## src/rtl/multdiv_pkg.sv

```systemverilog
// multdiv_pkg: shared FSM state encoding and execute-stage ALU opcodes for the mul/div unit.
package multdiv_pkg;
  localparam int ALU_OP_WIDTH = 5;
  localparam logic [ALU_OP_WIDTH-1:0] ALU_OP_MUL = 5'b00110;
  localparam logic [ALU_OP_WIDTH-1:0] ALU_OP_DIV = 5'b00111;
  typedef enum logic [1:0] {
    IDLE = 2'b00,
    MULT = 2'b01,
    DIV  = 2'b10,
    DONE = 2'b11
  } state_t;
endpackage

```

## src/rtl/multdiv_step.sv

```systemverilog
// multdiv_step: one shift-add (multiply) or restore-subtract (divide) iteration.
module multdiv_step #(
  parameter int W = 32
) (
  input  logic           i_div,
  input  logic [2*W-1:0] i_acc,
  input  logic [W-1:0]   i_opr,
  input  logic [2*W-1:0] i_arg,
  output logic [2*W-1:0] o_acc,
  output logic [W-1:0]   o_opr,
  output logic [2*W-1:0] o_arg,
  output logic           o_borrow
);
  logic [W:0]   w_rem_s;
  logic [W+1:0] w_diff;
  // Divide keeps the partial remainder in the low W+1 bits of the accumulator.
  assign w_rem_s  = {i_acc[W-1:0], i_opr[W-1]};
  assign w_diff   = {1'b0, w_rem_s} - {2'b00, i_arg[W-1:0]};
  assign o_borrow = i_div & w_diff[W+1];
  always_comb begin
    o_acc = i_div ? (2*W)'(w_diff[W+1] ? w_rem_s : w_diff[W:0])
                  : (i_opr[0] ? i_acc + i_arg : i_acc);
    o_opr = i_div ? {i_opr[W-2:0], 1'b0} : i_opr >> 1;
    o_arg = i_div ? i_arg : i_arg << 1;
  end
endmodule

```

## src/rtl/multdiv_sequencer.sv

```systemverilog
// multdiv_sequencer: iterative signed mul/div with pipeline stall control.
// Define MULTDIV_EARLY_TERM_EN to finish a multiply once the remaining multiplier is zero.
module multdiv_sequencer
  import multdiv_pkg::*;
#(
  parameter int DATA_WIDTH = 32,
  parameter int CNT_WIDTH  = 6
) (
  input  logic                  clock,
  input  logic                  reset,
  input  logic                  start_mult,
  input  logic                  start_div,
  input  logic [DATA_WIDTH-1:0] op_a,
  input  logic [DATA_WIDTH-1:0] op_b,
  input  logic                  flush,
  output logic                  stall,
  output logic                  busy,
  output logic [DATA_WIDTH-1:0] result,
  output logic                  result_valid,
  output logic                  exception
);
  localparam int W = DATA_WIDTH;
  state_t r_state, w_next;
  logic [CNT_WIDTH-1:0] r_cnt;
  logic [2*W-1:0] r_acc, r_arg, w_acc_n, w_arg_n, w_prod;
  logic [W-1:0] r_opr, w_opr_n, w_opr_x, w_quot, w_mag_a, w_mag_b, r_result, w_fin_res;
  logic r_sign, r_exc, w_borrow, w_start, w_last, w_mult_end, w_fin_exc, w_prod_ovf;

  assign w_start = (start_mult | start_div) & ~flush;
  assign w_mag_a = op_a[W-1] ? -op_a : op_a;
  assign w_mag_b = op_b[W-1] ? -op_b : op_b;
  assign w_last  = r_cnt == CNT_WIDTH'(W - 1);

  multdiv_step #(.W(W)) u_step (
    .i_div   (r_state == DIV),
    .i_acc   (r_acc),
    .i_opr   (r_opr),
    .i_arg   (r_arg),
    .o_acc   (w_acc_n),
    .o_opr   (w_opr_n),
    .o_arg   (w_arg_n),
    .o_borrow(w_borrow)
  );

  // The quotient bit shifted in is the inverse of the subtract borrow.
  assign w_opr_x = (r_state == DIV) ? {w_opr_n[W-1:1], ~w_borrow} : w_opr_n;
`ifdef MULTDIV_EARLY_TERM_EN
  assign w_mult_end = w_last | ~|w_opr_x;
`else
  assign w_mult_end = w_last;
`endif

  assign w_prod     = r_sign ? -w_acc_n : w_acc_n;
  assign w_prod_ovf = ~(&w_prod[2*W-1:W-1]) & (|w_prod[2*W-1:W-1]);
  assign w_quot     = r_sign ? -w_opr_x : w_opr_x;
  // Completion out of IDLE only happens for divide-by-zero.
  assign w_fin_res  = (r_state == MULT) ? w_prod[W-1:0] : (r_state == DIV) ? w_quot : '0;
  assign w_fin_exc  = (r_state == MULT) ? w_prod_ovf : (r_state == DIV) ? ~r_sign & w_opr_x[W-1] : 1'b1;

  always_ff @(posedge clock or posedge reset)
    if (reset) r_state <= IDLE;
    else r_state <= w_next;

  always_comb begin
    w_next = r_state;
    unique case (r_state)
      IDLE: w_next = flush ? IDLE : start_mult ? MULT : start_div ? ((op_b == '0) ? DONE : DIV) : IDLE;
      MULT: w_next = flush ? IDLE : w_mult_end ? DONE : MULT;
      DIV:  w_next = flush ? IDLE : w_last ? DONE : DIV;
      DONE: w_next = IDLE;
    endcase
  end

  always_comb begin
    stall        = ((r_state == IDLE) & (start_mult | start_div) & ~flush) | (r_state == MULT) | (r_state == DIV);
    busy         = r_state != IDLE;
    result_valid = (r_state == DONE) & ~flush;
    exception    = (r_state == DONE) & ~flush & r_exc;
  end

  assign result = r_result;

  always_ff @(posedge clock or posedge reset) begin
    if (reset) begin
      r_cnt    <= '0;
      r_acc    <= '0;
      r_opr    <= '0;
      r_arg    <= '0;
      r_sign   <= 1'b0;
      r_result <= '0;
      r_exc    <= 1'b0;
    end else begin
      if (r_state == IDLE && w_start) begin
        r_cnt  <= '0;
        r_acc  <= '0;
        r_sign <= op_a[W-1] ^ op_b[W-1];
        r_opr  <= start_mult ? w_mag_b : w_mag_a;
        r_arg  <= (2*W)'(start_mult ? w_mag_a : w_mag_b);
      end else if (r_state == MULT || r_state == DIV) begin
        r_cnt <= r_cnt + 1'b1;
        r_acc <= w_acc_n;
        r_opr <= w_opr_x;
        r_arg <= w_arg_n;
      end else begin
        r_cnt <= '0;
      end
      if (w_next == DONE && r_state != DONE) begin
        r_result <= w_fin_res;
        r_exc    <= w_fin_exc;
      end
    end
  end
endmodule

```

## config.mk

```make
export PLATFORM = sky130hd
export DESIGN_NAME = multdiv_sequencer
export DESIGN_NICKNAME = d
export VERILOG_FILES = /design/src/rtl/multdiv_pkg.sv /design/src/rtl/multdiv_step.sv /design/src/rtl/multdiv_sequencer.sv
export SDC_FILE = /design/constraint.sdc
export NUM_CORES = 1
export LEC_CHECK = 0
export ABC_AREA = 1
export BUFFER_PORTS_ARGS = -buffer_cell sky130_fd_sc_hd__buf_4
export CORE_ASPECT_RATIO = 1.5
export CORE_MARGIN = 4
export CORE_UTILIZATION = 45
export DETAILED_ROUTE_END_ITERATION = 10
export PLACE_DENSITY_LB_ADDON = 0.12
export SKIP_CTS_REPAIR_TIMING = 1
export SLEW_MARGIN = 20
export SYNTH_ARGS = -nofsm -noshare
export SYNTH_HDL_FRONTEND = slang
export SYNTH_SLANG_ARGS = --single-unit
```

## constraint.sdc

```tcl
create_clock -name clock -period 7.2 [get_ports clock]
set_input_delay 0 -clock clock [delete_from_list [all_inputs] [get_ports clock]]
set_output_delay 0 -clock clock [all_outputs]
set_load 0.02 [all_outputs]
```

==> reports/results.ini <==
[layout]
layout.nets = 4606
fin_cells = 5137
drive_above_1_share_pct = 5.80
fillers = 5967
utilization_pct = 50.0
area_growth_pct = 9.56

[cts]
cts_buffers = 26
cts_tree = done
cts.sinks = 202
htreeDepth = 1
clk_latency_ns = 0.59
cts-root-buf = clkbuf_16
cts.clk_slew.worst_paths_ns = 0.06
ctsLongestPathBuffers = 3

[floorplan]
die_h_um = 295
io_pins = 105
die_area_um2 = 58700
die_w_um = 199
core_um2 = 54000
initial_core_util_pct = 45.7
row_count = 104

[sta]
hold_slack_ns = -0.0538
tightest_slew_ns = 1.06
fin_tns_setup_ns = 0
final-setup-viol-count = 0
rsz0062_at_grt = no
slew_headroom_pct = 28.3
slew_violations = 0
timing.final.crit_share_pct = 72.1
hold_viol = 11
fmax_mhz = 193
skew_ns = 0.0274
finalCriticalPeriod_ns = 5.19

[min_path]
worstHoldPathType = in -> reg
min_from = op_b[10]

[synth]
yosysTopAreaCellShare_pct = 22.4
syn_inst = 4386
synthFlopType = dfrtp_1
syn_area_um2 = 24700
synth_common_cells = nand2_1 (1472), inv_1 (810), nor2_1 (361)
yosysTopAreaCell = nand2_1
synth_edf_count = 0
synth.most_common_cell = nand2_1
syn-num-nets = 4562
async_flop_share_pct = 100
ys_warn_count = 0
synth_area_leaders = nand2_1 (22%), dfrtp_1 (21%), inv_1 (12%)
avgSynthCellArea_um2 = 5.62
synth_seq_cells = 202
yosys.cell_types.count = 56
seq_area_frac_synth_pct = 20.5

[global_routing]
overflow = 0
grt_use_met3_pct = 6.61
global_route.usage.met1_pct = 36.8
grt_max_degree = 124
grt.busiest_layer = met2
grt.met2_usage_pct = 65.6
antenna_found_initial = 2
grt_pass1_wl_um = 168000
grt_pass1_vias = 28300
grt.total_usage_pct = 38.0

[place]
place_congestion = 1.10
dpl.cell_count = 5067
port_buffers = 104
dp_hpwl_um = 91100

[job]
cap_violations = 0

[worst_setup_path]
crit_type = in -> reg
worstPathRequired_ns = 7.68
r2r_start = r_state[1]$_DFF_PP0_
endpoint_kind = flip-flop
cp_max_fo = 38
arrival_ns = 5.67
setup.worst_path.start = op_b[0]
critPathLaunchType = input pin

[drt]
drc = 0
avgRoutedWirePerCell_um = 22.1
wirelength_um = 114000
ant_nets = 0
num_vias = 28700
drt-initial-drc-count = 2447
viasPerCell = 5.59
firstDrtPassIters = 8

[pwr]
power.density_nw_per_um2 = 574
power_leakage_uw = 0.0148
ir_drop_mv = 0.499

[status]
status = finished with violations
violations = hold timing

[cell usage in the layout (no fill, tap or decap), types with 48 or more instances in the layout]
cell type / Yosys / routed
nand2_1: 1472 / 1472
inv_1: 810 / 807
nor2_1: 361 / 359
nand3_1: 340 / 340
a21oi_1: 209 / 209
dfrtp_1: 202 / 200
o21ai_0: 179 / 179
buf_4: 9 / 130
ha_1: 105 / 104
o22ai_1: 93 / 93
xor2_1: 73 / 73
a22oi_1: 48 / 48
[cell type report]
type                            instances  area (um2)  share of cell area (%)
Tap cell                              689         862                    3.19
Sequential cell                       202        5060                    18.7
Clock inverter                         10         100                   0.371
Clock buffer                           35         734                    2.72
Multi-Input combinational cell       3220       15900                    58.9
Antenna cell                            1        2.50                 0.00927
Timing Repair Buffer                  155        1240                    4.58
Inverter                              825        3110                    11.5
[worst max-delay path, stage by stage]
cell	delay (ns)
dlygate4sd3_1	0.54
buf_4	0.14
inv_1	0.13
ha_1	0.19
inv_1	0.06
nor4_1	0.21
inv_1	0.08
nor3_1	0.28
nand4_1	0.22
inv_1	0.12
nand4_1	0.15
nor3_1	0.30
nand3_1	0.19
nor4_1	0.32
o21ai_0	0.13
dlygate4sd3_1	0.60
a22oi_2	0.17
nand3_2	0.53
inv_2	0.76
nand3_1	0.31
o21a_1	0.19
[logic make-up (layout without fill, tap and decap cells)]
family	count (synthesis)	count (layout)	synth area share, %
and+or+nand+nor	2357	2357	39.8
muxes	1	1	0.0457
xor gates and xnor gates	98	98	3.48
other	0	1	0
DFF	202	202	20.5
buffers and inverters	964	1025	15.1
AOI/OAI and AO/OA	657	657	15.7
adders and majority gates	107	107	5.49
[per-stage QoR]
stage / total power [uW] / worst slack [ns] / hold slack [ns] / instance area, um2
2_1_floorplan: 9760 / 1.69 / 0.0798 / 24700
3_3_place_gp: 13800 / 2.25 / 0.0743 / 25900
3_5_place_dp: 13800 / 2.17 / 0.0720 / 25900
4_1_cts: 15100 / 2.17 / -0.533 / 26800
5_1_grt: 16600 / 1.52 / 0.00310 / 27000
6_report: 15500 / 2.01 / -0.0538 / 27000
[state kept, by name (all words and copies together), names as in the netlist]
register	cells
r_cnt	6
r_exc	1
r_opr	32
r_arg	64
r_acc	64
r_sign	1
result	32
r_state	2
[routing by layer]
layer  vias to the layer above  wire (um)  share of wire (%)
met5                         -         14              0.012
met4                         2      14900                 13
met3                       506       7000                6.2
met2                      1212      54100                 48
met1                     13000      37700                 33
li1                      13900          -                  -
[power breakdown]
group / switching [uW] / internal (uW)
Combinational: 8810 / 3360
Sequential: 400 / 1620
Clock: 572 / 750
[final timing paths]
kind | to | slack [ns] | cells after the start
worst max-delay path | result[3]$_DFFE_PP0P_ | 2.01 | 21
worst min-delay path | r_arg[10]$_DFFE_PP0P_ | -0.05 | 6
worst max register to register | result[3]$_DFFE_PP0P_ | 2.11 | 12
worst min register to register | r_cnt[0]$_DFF_PP0_ | 0.46 | 1
max in group asynchronous | result[20]$_DFFE_PP0P_ | 5.74 | 4
min in group asynchronous | r_arg[6]$_DFFE_PP0P_ | -0.01 | 3
Power figures use the tool's default switching activity.
